File: config.mk
export PLATFORM = sky130hd
export DESIGN_NAME = booth_mul_8bit
export DESIGN_NICKNAME = d
export VERILOG_FILES = /design/src/rtl/booth_pkg.sv /design/src/rtl/booth_mul_8bit_cla.sv /design/src/rtl/booth_mul_8bit.sv
export SDC_FILE = /design/constraint.sdc
export NUM_CORES = 1
export LEC_CHECK = 0
export BUFFER_PORTS_ARGS = -buffer_cell sky130_fd_sc_hd__buf_4
export CAP_MARGIN = 20
export CORE_AREA = 2 2 70 72
export DETAILED_ROUTE_END_ITERATION = 8
export DIE_AREA = 0 0 72 74
export MAX_ROUTING_LAYER = met4
export PLACE_DENSITY_LB_ADDON = 0.12
export RECOVER_POWER = 100
export SLEW_MARGIN = 20
export SYNTH_ARGS = -nofsm -noshare
export SYNTH_HDL_FRONTEND = slang
export SYNTH_HIERARCHICAL = 1
export SYNTH_SLANG_ARGS = --single-unit
File: constraint.sdc
create_clock -name clk -period 4.1 [get_ports clk]
set_input_delay 0.82 -clock clk [delete_from_list [all_inputs] [get_ports clk]]
set_output_delay 0.82 -clock clk [all_outputs]
set_load 0.005 [all_outputs]
File: src/rtl/booth_pkg.sv
// Shared constants for the radix-2 Booth multiplier: state encoding,
// operand width, iteration count and Booth pair codes.
package booth_pkg;

  localparam int BOOTH_W   = 8;
  localparam int ITER      = 8;
  localparam int ITER_CNTW = 3;

  // Control FSM encoding (2 bits)
  localparam logic [1:0] ST_IDLE = 2'd0;
  localparam logic [1:0] ST_RUN  = 2'd1;
  localparam logic [1:0] ST_DONE = 2'd2;

  // Booth pair {Q[0], Qm1}: 01 adds M, 10 subtracts M, 00/11 only shift
  localparam logic [1:0] BOOTH_ADD = 2'b01;
  localparam logic [1:0] BOOTH_SUB = 2'b10;

  // True when a 16-bit product does not fit a signed 8-bit result
  function automatic logic prod_exceeds_s8(input logic [15:0] p);
    prod_exceeds_s8 = (p[15:8] != {8{p[7]}});
  endfunction

endpackage

File: src/rtl/booth_mul_8bit_cla.sv
// 8-bit carry-lookahead adder/subtractor (two 4-bit lookahead groups).
// sub=1 computes A-B as A + ~B + 1. Ovfl is signed overflow of the
// 8-bit result; pos/neg flag the sign of Sum.
module CLA_8bit (
  input  logic [7:0] A,
  input  logic [7:0] B,
  input  logic       sub,
  output logic [7:0] Sum,
  output logic       Cout,
  output logic       Ovfl,
  output logic       pos,
  output logic       neg
);

  logic [7:0] w_b;
  logic [7:0] w_g;
  logic [7:0] w_p;
  logic [3:0] w_c_lo;
  logic [3:0] w_c_hi;
  logic [8:0] w_c;

  // Carries c1..c4 of a 4-bit group, fully expanded lookahead terms
  function automatic logic [3:0] cla4(input logic [3:0] g, input logic [3:0] p,
                                      input logic cin);
    logic [3:0] c;
    c[0] = g[0] | (p[0] & cin);
    c[1] = g[1] | (p[1] & g[0]) | (p[1] & p[0] & cin);
    c[2] = g[2] | (p[2] & g[1]) | (p[2] & p[1] & g[0]) | (p[2] & p[1] & p[0] & cin);
    c[3] = g[3] | (p[3] & g[2]) | (p[3] & p[2] & g[1]) | (p[3] & p[2] & p[1] & g[0])
         | (p[3] & p[2] & p[1] & p[0] & cin);
    cla4 = c;
  endfunction

  assign w_b    = B ^ {8{sub}};
  assign w_g    = A & w_b;
  assign w_p    = A ^ w_b;
  assign w_c_lo = cla4(w_g[3:0], w_p[3:0], sub);
  assign w_c_hi = cla4(w_g[7:4], w_p[7:4], w_c_lo[3]);
  assign w_c    = {w_c_hi, w_c_lo, sub};

  assign Sum  = w_p ^ w_c[7:0];
  assign Cout = w_c[8];
  assign Ovfl = w_c[8] ^ w_c[7];
  assign neg  = Sum[7];
  assign pos  = ~Sum[7] & (|Sum);

endmodule

File: src/rtl/booth_mul_8bit.sv
// Multi-cycle signed 8x8 -> 16 radix-2 Booth multiplier with valid/ready
// on both sides and one operation in flight. Each RUN cycle drives the
// CLA with A and M; the adder's Ovfl repairs the sign shifted into A, so
// M = -128 stays exact with an 8-bit accumulator.
// Optional feature: define BOOTH_OVFL_EN to add the prod_ovfl output
// (product does not fit signed 8 bits).
module booth_mul_8bit
  import booth_pkg::*;
#(
  parameter int WIDTH = 8,
  parameter int CNT_W = 3
) (
  input  logic                 clk,
  input  logic                 rst_n,
  input  logic                 in_valid,
  output logic                 in_ready,
  input  logic [WIDTH-1:0]     mcand,
  input  logic [WIDTH-1:0]     mplr,
  output logic                 out_valid,
  input  logic                 out_ready,
  output logic [2*WIDTH-1:0]   product
`ifdef BOOTH_OVFL_EN
  ,
  output logic                 prod_ovfl
`endif
);

  if (WIDTH != BOOTH_W) begin : g_bad_width
    $error("booth_mul_8bit: only WIDTH=8 is supported");
  end
  if (CNT_W != ITER_CNTW) begin : g_bad_cntw
    $error("booth_mul_8bit: CNT_W must be 3");
  end

  localparam logic [CNT_W-1:0] CNT_LAST = CNT_W'(ITER - 1);
  localparam logic [CNT_W-1:0] CNT_ONE  = CNT_W'(1);

  logic [1:0]         r_state;
  logic [WIDTH-1:0]   r_a;
  logic [WIDTH-1:0]   r_q;
  logic               r_qm1;
  logic [WIDTH-1:0]   r_m;
  logic [CNT_W-1:0]   r_cnt;
  logic               r_out_valid;
  logic [2*WIDTH-1:0] r_product;

  logic [1:0]         w_code;
  logic               w_sub;
  logic               w_active;
  logic [WIDTH-1:0]   w_cla_sum;
  logic               w_cla_ovfl;
  logic               w_unused_cout;
  logic               w_unused_pos;
  logic               w_unused_neg;
  logic [WIDTH-1:0]   w_sum;
  logic               w_ov;
  logic               w_sgn;
  logic [WIDTH-1:0]   w_a_next;
  logic [WIDTH-1:0]   w_q_next;
  logic [2*WIDTH-1:0] w_prod_next;

  assign w_code   = {r_q[0], r_qm1};
  assign w_sub    = (w_code == BOOTH_SUB);
  assign w_active = (w_code == BOOTH_ADD) || (w_code == BOOTH_SUB);

  CLA_8bit u_cla (
    .A    (r_a),
    .B    (r_m),
    .sub  (w_sub),
    .Sum  (w_cla_sum),
    .Cout (w_unused_cout),
    .Ovfl (w_cla_ovfl),
    .pos  (w_unused_pos),
    .neg  (w_unused_neg)
  );

  // One Booth step: pick A+/-M or plain A, then arithmetic-shift {A,Q,Qm1}
  // right with the true 9-bit sign (S[7] corrected by adder overflow)
  always_comb begin
    w_sum = r_a;
    w_ov  = 1'b0;
    if (w_active) begin
      w_sum = w_cla_sum;
      w_ov  = w_cla_ovfl;
    end else begin
      w_sum = r_a;
      w_ov  = 1'b0;
    end
    w_sgn       = w_sum[WIDTH-1] ^ w_ov;
    w_a_next    = {w_sgn, w_sum[WIDTH-1:1]};
    w_q_next    = {w_sum[0], r_q[WIDTH-1:1]};
    w_prod_next = {w_a_next, w_q_next};
  end

  // Control FSM and datapath registers: accept, 8 Booth steps, hold result
  always_ff @(posedge clk or negedge rst_n) begin
    if (!rst_n) begin
      r_state     <= ST_IDLE;
      r_a         <= {WIDTH{1'b0}};
      r_q         <= {WIDTH{1'b0}};
      r_qm1       <= 1'b0;
      r_m         <= {WIDTH{1'b0}};
      r_cnt       <= {CNT_W{1'b0}};
      r_out_valid <= 1'b0;
      r_product   <= {(2*WIDTH){1'b0}};
    end else begin
      case (r_state)
        ST_IDLE: begin
          if (in_valid) begin
            r_a     <= {WIDTH{1'b0}};
            r_q     <= mplr;
            r_qm1   <= 1'b0;
            r_m     <= mcand;
            r_cnt   <= {CNT_W{1'b0}};
            r_state <= ST_RUN;
          end else begin
            r_state <= ST_IDLE;
          end
        end
        ST_RUN: begin
          r_a   <= w_a_next;
          r_q   <= w_q_next;
          r_qm1 <= r_q[0];
          r_cnt <= r_cnt + CNT_ONE;
          if (r_cnt == CNT_LAST) begin
            r_state     <= ST_DONE;
            r_product   <= w_prod_next;
            r_out_valid <= 1'b1;
          end else begin
            r_state <= ST_RUN;
          end
        end
        ST_DONE: begin
          if (out_ready) begin
            r_out_valid <= 1'b0;
            r_state     <= ST_IDLE;
          end else begin
            r_state <= ST_DONE;
          end
        end
        default: begin
          r_state     <= ST_IDLE;
          r_out_valid <= 1'b0;
        end
      endcase
    end
  end

  assign in_ready  = (r_state == ST_IDLE);
  assign out_valid = r_out_valid;
  assign product   = r_product;

`ifdef BOOTH_OVFL_EN
  logic r_prod_ovfl;

  // Narrow-overflow flag: captured with the product, dropped on handshake
  always_ff @(posedge clk or negedge rst_n) begin
    if (!rst_n) begin
      r_prod_ovfl <= 1'b0;
    end else if ((r_state == ST_RUN) && (r_cnt == CNT_LAST)) begin
      r_prod_ovfl <= prod_exceeds_s8(w_prod_next);
    end else if ((r_state == ST_DONE) && out_ready) begin
      r_prod_ovfl <= 1'b0;
    end else begin
      r_prod_ovfl <= r_prod_ovfl;
    end
  end

  assign prod_ovfl = r_prod_ovfl;
`endif

endmodule
==> impl_metrics.env, run 1 <==
export IMPL_final_cell_area_um2=2780
export IMPL_post_cts_buffers=0
export IMPL_initial_utilization=0.537
export IMPL_io_buffers=37
export IMPL_path_buf_inv=1
export IMPL_finalSetupTns_ns=0
export IMPL_firstDrtPassIters=4
export IMPL_ant_nets=0
export IMPL_drive_gt1_frac=0.243
export IMPL_post_cts_resize_count=0
export IMPL_die_y_um=74
export IMPL_clock_path_buffers=2
export IMPL_syn_area_um2=2470
export IMPL_fin_crit_sh=0.827
export IMPL_routedWlPerCell_um=14.8
export IMPL_worst_setup_path_type="reg2reg"
export IMPL_hold_path_class="reg2reg"
export IMPL_grt_overflow=0
export IMPL_post_synth_cell_area_avg_um2=11.1
export IMPL_violations="max-capacitance violations, max-slew violations"
export IMPL_crit_family="compound AO/OA/AOI/OAI gates"
export IMPL_gr_usage_all_layers=0.200
export IMPL_nets=286
export IMPL_die_x_um=72
export IMPL_grt_first_pass_wirelength_um=8050
export IMPL_num_rows=25
export IMPL_slew_headroom=-0.601
export IMPL_die_area_um2=5330
export IMPL_startpoint_type="flip-flop"
export IMPL_grt_pass1_vias=1736
export IMPL_path_cells="inv_1, ha_1, xor2_1, ha_1, and2_0, a311oi_1, a21oi_2, o21a_2, nor2_1, mux2_1, xor2_1, a221o_1"
export IMPL_layout_area_overhead_vs_synth_pct=12.4
export IMPL_grt_max_degree=48
export IMPL_reg2reg_depth=12
export IMPL_path_depth=12
export IMPL_dr_first_iter_drc_count=66
export IMPL_vias=1726
export IMPL_rr_startpoint="r_qm1"
export IMPL_drv_cap=1
export IMPL_drt_total_wl_um=4570
export IMPL_hold_buffers=0
export IMPL_drc=0
export IMPL_hold_path_startpoint="product[12]"
export IMPL_rsz0062_at_grt="no"
export IMPL_max_stage_delay_ns=0.55
export IMPL_clk_pin_slew_ns=0.09
export IMPL_ctsHtreeMaxLevel=2
export IMPL_outcome="complete, but fails checks"
export IMPL_hpwl_um=3210
export IMPL_globalRouteMet1Util=0.276
export IMPL_via_per_inst=5.59
export IMPL_power_leakage_nw=1.28
export IMPL_r2r_slack_ns=0.71
export IMPL_use_met2=0.302
export IMPL_min_path_cells=2
export IMPL_cts_tree="built"
export IMPL_max_freq_ghz=0.295
export IMPL_syn_nets=254
export IMPL_setup_viol=0
export IMPL_ys_warn_count=6
export IMPL_cp_arrival_ns=3.58
export IMPL_fin_skew_ns=0.0102
export IMPL_end_kind="flip-flop"
export IMPL_clockRootBuffer="clkbuf_8"
export IMPL_tightestPinTransition_ns=2.40
export IMPL_antenna_found_initial=0
export IMPL_crit_slowest_cell="ha_1"
export IMPL_whs_endpoint="product[12]"
export IMPL_place_congestion=0.745
export IMPL_maxSlewViolCount=48
export IMPL_cp_max_fo=12
export IMPL_ir_drop_mv=0.448
export IMPL_cellPowerDensity_nw_per_um2=1010
export IMPL_core_area_um2=4600
export IMPL_hold_viol_final=0
export IMPL_clk_latency_ns=0.30
export IMPL_crit_required_ns=4.29
export IMPL_r2r_end="r_a[7]"
export IMPL_min_period_ns=3.39
export IMPL_clock_sinks=47
export IMPL_antenna_cells=0
export IMPL_dpl_cell_area_um2=2730
export IMPL_grtUsageMet3=0.0325
export IMPL_syn_inst=222
export IMPL_io_pins=38
export IMPL_cts_buffers=5
export IMPL_busiest_layer="met2"
[cell usage in the layout (no fill, tap or decap), types with 10 or more instances in the layout]
cell	count
dfrtp_1	47
nand2_1	24
o22ai_1	23
buf_4	17
clkbuf_4	17
mux2_2	15
o21ai_0	14
a21oi_1	11
ha_1	11
mux2i_1	10
xor2_1	10
[worst register-to-register path, cell delays in order (launching register included)]
cell and delay [ns]:
dfrtp_1 0.37, inv_1 0.11, ha_1 0.55, xor2_1 0.23, ha_1 0.29, and2_0 0.15
a311oi_1 0.30, a21oi_2 0.10, o21a_2 0.24, nor2_1 0.11, mux2_1 0.35, xor2_1 0.16
a221o_1 0.31
[per-layer routing]
metal | vias to the layer above | wire length, um
met2 | 30 | 2110
li1 | 853 | -
met5 | - | 0
met4 | 0 | 52
met1 | 838 | 2270
met3 | 5 | 135
[metrics by stage]
step,setup WS [ns],total power [mW],cells,hold WS (ns),util
finish,0.708,2.80,309,0.478,0.604
global route,0.385,3.09,309,0.530,0.604
CTS,0.792,2.88,309,0.493,0.614
detailed placement,0.795,2.57,301,0.475,0.593
global placement,0.894,2.52,301,0.465,0.593
floorplan,1.12,2.22,222,0.464,-
[where the power goes]
group | switching, mW | internal, mW | total [mW]
combinational | 0.819 | 0.803 | 1.62
clock | 0.148 | 0.154 | 0.302
sequential | 0.180 | 0.696 | 0.876
total | 1.15 | 1.65 | 2.80
[how the worst max path moves through the flow]
stage	startpoint	end
4_1_cts	r_qm1	r_a[7]
2_1_floorplan	r_qm1	r_a[7]
3_5_place_dp	r_qm1	r_a[7]
3_3_place_gp	r_qm1	r_a[7]
6_report	r_qm1	r_a[7]
5_1_grt	r_qm1	product[15]
[registers in the layout, summed over array words and instances (netlist names)]
signal / cells
r_q: 8
r_state: 2
r_a: 8
r_m: 8
out_valid: 1
product: 16
r_qm1: 1
r_cnt: 3
[final cells by class]
class                           instances  area (um^2)
Timing Repair Buffer                   37          267
Clock buffer                            8          100
Tap cell                               54         67.6
Fill cell                             420         1820
Inverter                                7         26.3
Multi-Input combinational cell        156         1140
Sequential cell                        47         1180
(Power assumes the default switching activity.)
==> run 2: changes to the inputs <==
- ABC_AREA: unset -> 1
- CORE_AREA: 2 2 70 72 -> 2 2 71 73
- DIE_AREA: 0 0 72 74 -> 0 0 73 75
- clock period: 4.1 -> 3.4 ns (I/O delays scaled with it)
==> run 2 against run 1 <==
- the run still ends with max-capacitance violations, max-slew violations left
- sequential power increased by 11%
- clock power increased by 7.0%
- global-route usage grew 0.32 points
- first-iteration DRC count grew 110%
- critical path depth rose by 3
- sequential share of layout area shrank 1.5 points
- cell area up 3.8%
==> impl_metrics.env, run 2 <==
export IMPL_grt_max_degree=48
export IMPL_cp_arrival_ns=2.99
export IMPL_via_per_inst=4.86
export IMPL_grt_pass1_vias=1814
export IMPL_gr_usage_all_layers=0.203
export IMPL_tightestPinTransition_ns=2.44
export IMPL_largest_reg_flops=16
export IMPL_ys_warn_count=6
export IMPL_layout_commonest_cell="nand2_1"
export IMPL_post_cts_resize_count=0
export IMPL_power_frac_clock=0.104
export IMPL_clock_path_buffers=2
export IMPL_topRoutingLayerUsed="met4"
export IMPL_worstSetupEndpoint="product[11]"
export IMPL_startpoint_type="flip-flop"
export IMPL_drc=0
export IMPL_grt_overflow=0
export IMPL_grt_first_pass_wirelength_um=8270
export IMPL_p_int_mw=1.68
export IMPL_seq_power_share=0.311
export IMPL_syn_nets=364
export IMPL_switching_share=0.462
export IMPL_io_buffers=37
export IMPL_nFillCells=470
export IMPL_combPwrFrac=0.585
export IMPL_worstSetupStartpoint="r_qm1"
export IMPL_hold_viol_final=0
export IMPL_holdWs_ns=0.475
export IMPL_clock_sinks=47
export IMPL_rr_startpoint="r_qm1"
export IMPL_wl_met3_um=251
export IMPL_ant_nets=0
export IMPL_die_y_um=75
export IMPL_dr_first_iter_drc_count=137
export IMPL_hold_buffers=0
export IMPL_cp_max_fo=12
export IMPL_num_rows=25
export IMPL_rsz0062_at_grt="no"
export IMPL_drv_cap=1
export IMPL_drt_total_wl_um=4830
export IMPL_reg2reg_depth=15
export IMPL_cts_tree="built"
export IMPL_dpl_cell_area_um2=2850
export IMPL_mostFrequentLayoutCells="nand2_1 (171), dfrtp_1 (47), inv_1 (35)"
export IMPL_final_cell_area_um2=2880
export IMPL_io_pins=38
export IMPL_nets=399
export IMPL_dr_wl_met2_um=2070
export IMPL_cellPowerDensity_nw_per_um2=1080
export IMPL_vias=2050
export IMPL_syn_area_um2=2570
export IMPL_r2r_end="product[11]"
export IMPL_routedWlPerCell_um=11.4
export IMPL_initial_utilization=0.551
export IMPL_r2r_slack_ns=0.60
export IMPL_cts_buffers=5
export IMPL_antenna_found_initial=0
export IMPL_clockRootBuffer="clkbuf_8"
export IMPL_setup_viol=0
export IMPL_post_cts_buffers=0
export IMPL_power_leakage_nw=1.67
export IMPL_syn_inst=332
export IMPL_slew_headroom=-0.624
export IMPL_core_area_um2=4660
export IMPL_fin_crit_sh=0.824
export IMPL_clk_pin_slew_ns=0.08
export IMPL_maxSlewViolCount=48
export IMPL_met1_length_um=2460
export IMPL_crit_required_ns=3.59
export IMPL_antenna_cells=0
export IMPL_place_congestion=0.937
export IMPL_layout_area_overhead_vs_synth_pct=12.2
export IMPL_end_kind="flip-flop"
export IMPL_max_freq_ghz=0.357
export IMPL_die_x_um=73
export IMPL_post_synth_cell_area_avg_um2=7.74
export IMPL_drive_gt1_frac=0.125
export IMPL_ir_drop_mv=0.440
export IMPL_min_period_ns=2.80
export IMPL_firstDrtPassIters=5
export IMPL_die_area_um2=5480
export IMPL_switchingPower_mw=1.44
export IMPL_violations="max-capacitance violations, max-slew violations"
export IMPL_outcome="complete, but fails checks"
export IMPL_fin_skew_ns=0.00609
export IMPL_hpwl_um=3580
export IMPL_clk_latency_ns=0.30
export IMPL_worst_setup_path_type="reg2reg"
export IMPL_ctsHtreeMaxLevel=2
export IMPL_hold_path_class="reg2reg"
export IMPL_finalSetupTns_ns=0
## run 2: power groups by stage
stage	logic (mW)	registers, mW	clock network [mW]
final	1.83	0.971	0.323
after global routing	2.15	1.00	0.355
after CTS	1.88	0.977	0.329
after detailed placement	1.87	0.985	0
after global placement	1.81	0.979	0
after floorplan	1.48	0.958	0
## run 2: metrics by stage
| stage | utilization | power, mW | std cells | setup slack [ns] |
|---|---|---|---|---|
| 6_report | 0.618 | 3.12 | 422 | 0.599 |
| 3_3_place_gp | 0.610 | 2.79 | 414 | 0.732 |
| 5_1_grt | 0.618 | 3.51 | 422 | 0.317 |
| 2_1_floorplan | - | 2.44 | 332 | 1.02 |
| 4_1_cts | 0.628 | 3.19 | 422 | 0.600 |
| 3_5_place_dp | 0.610 | 2.86 | 414 | 0.631 |
## run 2: cell type report
type	instances	area (um^2)	share of cell area
clock buffer	7	76.3	0.0265
tap	54	67.6	0.0234
multi-input combinational	240	1150	0.398
sequential	47	1180	0.408
clock inverter	1	5.00	0.00174
timing repair buffer	38	278	0.0964
inverter	35	131	0.0456
## run 2: worst min-delay path by stage
stage	to	slack (ns)	start	cells past startpoint
after floorplan	out_valid	0.38	rst_n	0
after global placement	product[10]	0.46	product[10]	2
after detailed placement	product[13]	0.46	product[13]	2
after CTS	r_a[5]	0.40	rst_n	1
after global routing	product[8]	0.50	product[8]	2
final	product[13]	0.48	product[13]	2
## run 2: layer usage
layer | vias up | track usage
met5 | - | -
met4 | 0 | 0.0494
met3 | 4 | 0.0415
met2 | 46 | 0.304
met1 | 920 | 0.285
li1 | 1080 | -
## run 2: critical path, stage by stage, from the launching register on
cell and delay (ns):
dfrtp_1 0.36, inv_1 0.06, ha_1 0.57, xor2_1 0.17, ha_1 0.38, nand2_1 0.07
nor2_1 0.08, nand2_1 0.06, nand2_1 0.10, inv_1 0.06, fa_1 0.48, inv_1 0.04
nand2_1 0.05, nand2_1 0.07, nand2_1 0.08, nand2_1 0.05
==> run 3: changes to the inputs <==
- ABC_AREA: 1 -> 0
- CORE_AREA: 2 2 71 73 -> 2 2 70 72
- DIE_AREA: 0 0 73 75 -> 0 0 72 74
- clock period: 3.4 -> 2.7 ns (I/O delays scaled with it)
==> run 3 against run 2 <==
- power is 56% higher
- the run ends with negative setup slack left
- core utilization is 2.9 points higher
- die area fell by 2.7%
- critical path type unchanged
==> impl_metrics.env, run 3 (synthesis results as in run 1) <==
export IMPL_firstDrtPassIters=4
export IMPL_clk_pin_slew_ns=0.09
export IMPL_tightestPinTransition_ns=1.15
export IMPL_drv_cap=0
export IMPL_seq_power_share=0.273
export IMPL_gr_usage_all_layers=0.203
export IMPL_finalSetupTns_ns=-0.0558
export IMPL_hold_buffers=0
export IMPL_outcome="complete, but fails checks"
export IMPL_drt_total_wl_um=4680
export IMPL_routedWlPerCell_um=14.6
export IMPL_clock_sinks=47
export IMPL_end_kind="flip-flop"
export IMPL_die_area_um2=5330
export IMPL_vias=1763
export IMPL_die_y_um=74
export IMPL_max_freq_ghz=0.363
export IMPL_wl_met3_um=168
export IMPL_post_cts_buffers=0
export IMPL_fin_ws_ns=-0.0558
export IMPL_dr_first_iter_drc_count=88
export IMPL_cellPowerDensity_nw_per_um2=1630
export IMPL_setup_viol=1
export IMPL_fin_crit_sh=1.02
export IMPL_clockRootBuffer="clkbuf_8"
export IMPL_rsz0062_at_grt="yes"
export IMPL_total_power_mw=4.86
export IMPL_dp_slack_ns=-0.135
export IMPL_grt_first_pass_wirelength_um=8080
export IMPL_clock_path_buffers=2
export IMPL_layout_commonest_cell="dfrtp_1"
export IMPL_cp_arrival_ns=2.95
export IMPL_antenna_found_initial=0
export IMPL_place_congestion=0.847
export IMPL_worst_setup_path_type="reg2reg"
export IMPL_power_frac_clock=0.124
export IMPL_combPwrFrac=0.603
export IMPL_topRoutingLayerUsed="met4"
export IMPL_via_per_inst=5.49
export IMPL_min_period_ns=2.76
export IMPL_r2r_slack_ns=-0.06
export IMPL_grt_pass1_vias=1762
export IMPL_maxSlewViolCount=0
export IMPL_hold_path_class="in2reg"
export IMPL_io_pins=38
export IMPL_clk_latency_ns=0.30
export IMPL_ir_drop_mv=0.878
export IMPL_cts_buffers=5
export IMPL_core_area_um2=4600
export IMPL_grt_max_degree=48
export IMPL_violations="negative setup slack"
export IMPL_drive_gt1_frac=0.326
export IMPL_io_buffers=37
export IMPL_hold_viol_final=0
export IMPL_grt_overflow=0
export IMPL_cp_max_fo=7
export IMPL_slew_headroom=0.234
export IMPL_switchingPower_mw=1.89
export IMPL_initial_utilization=0.537
export IMPL_ant_nets=0
export IMPL_largest_reg_flops=16
export IMPL_drc=0
export IMPL_num_rows=25
export IMPL_antenna_cells=0
export IMPL_hpwl_um=3400
export IMPL_nets=298
export IMPL_p_int_mw=2.97
export IMPL_startpoint_type="flip-flop"
export IMPL_cts_tree="built"
export IMPL_power_leakage_nw=1.39
export IMPL_die_x_um=72
export IMPL_mostFrequentLayoutCells="dfrtp_1 (47), buf_4 (28), nand2_1 (24)"
export IMPL_fin_skew_ns=0.00559
export IMPL_switching_share=0.388
export IMPL_ctsHtreeMaxLevel=2
export IMPL_met1_length_um=2050
export IMPL_nFillCells=383
export IMPL_crit_required_ns=2.89
export IMPL_layout_area_overhead_vs_synth_pct=20.6
export IMPL_dr_wl_met2_um=2390
run 3: critical path, stage by stage (launching register included):
cell and delay [ns]:
dfrtp_1 0.41, ha_4 0.19, buf_6 0.13, xor2_1 0.16, ha_1 0.29, a21oi_1 0.13
nand4b_1 0.16, a21oi_2 0.08, o21a_2 0.22, nor2_2 0.10, mux2_4 0.31, xor2_2 0.15
a221o_1 0.31
run 3: worst paths after layout:
| path | startpoint | endpoint | cells after the start |
|---|---|---|---|
| worst max-delay path | r_q[0] | r_a[7] | 12 |
| worst min-delay path | out_ready | r_state[1] | 2 |
| worst max register to register | r_q[0] | r_a[7] | 12 |
| worst min register to register | product[9] | product[9] | 2 |
| max in group asynchronous | rst_n | r_a[0] | 1 |
| min in group asynchronous | rst_n | product[4] | 1 |
run 3: what timing repair did:
item	4_1_cts	5_1_grt
endpoints found under the setup margin	4	8
pin swaps	2	0
resized for setup	2	5
gates cloned	0	0
run 3: area by class of cell:
cell class | count | area, um^2 | area share
Multi-Input combinational cell | 156 | 1210 | 0.406
Sequential cell | 47 | 1180 | 0.395
Clock inverter | 2 | 60.1 | 0.0202
Timing Repair Buffer | 49 | 365 | 0.123
Tap cell | 54 | 67.6 | 0.0227
Inverter | 7 | 26.3 | 0.00882
Clock buffer | 6 | 72.6 | 0.0244
run 3: per-stage QoR:
stage / instances / utilization / cell area, um^2 / hold slack [ns]
after global routing: 321 / 0.648 / 2980 / 0.417
final: 321 / 0.648 / 2980 / 0.416
after detailed placement: 313 / 0.614 / 2820 / 0.472
after CTS: 321 / 0.646 / 2970 / 0.257
after global placement: 313 / 0.614 / 2820 / 0.463
after floorplan: 222 / - / 2480 / 0.244
run 3: layer usage:
metal / vias to the layer above / GRT usage
li1: 881 / -
met1: 844 / 0.244
met3: 7 / 0.0434
met5: - / -
met4: 0 / 0.0692
met2: 31 / 0.344
run 3: power groups by stage:
| stage | clock (mW) | combinational, mW | sequential, mW |
|---|---|---|---|
| after floorplan | 0 | 2.15 | 1.27 |
| after CTS | 0.619 | 2.90 | 1.33 |
| final | 0.603 | 2.93 | 1.33 |
| after global routing | 0.634 | 3.29 | 1.38 |
| after detailed placement | 0 | 2.86 | 1.34 |
| after global placement | 0 | 2.77 | 1.33 |
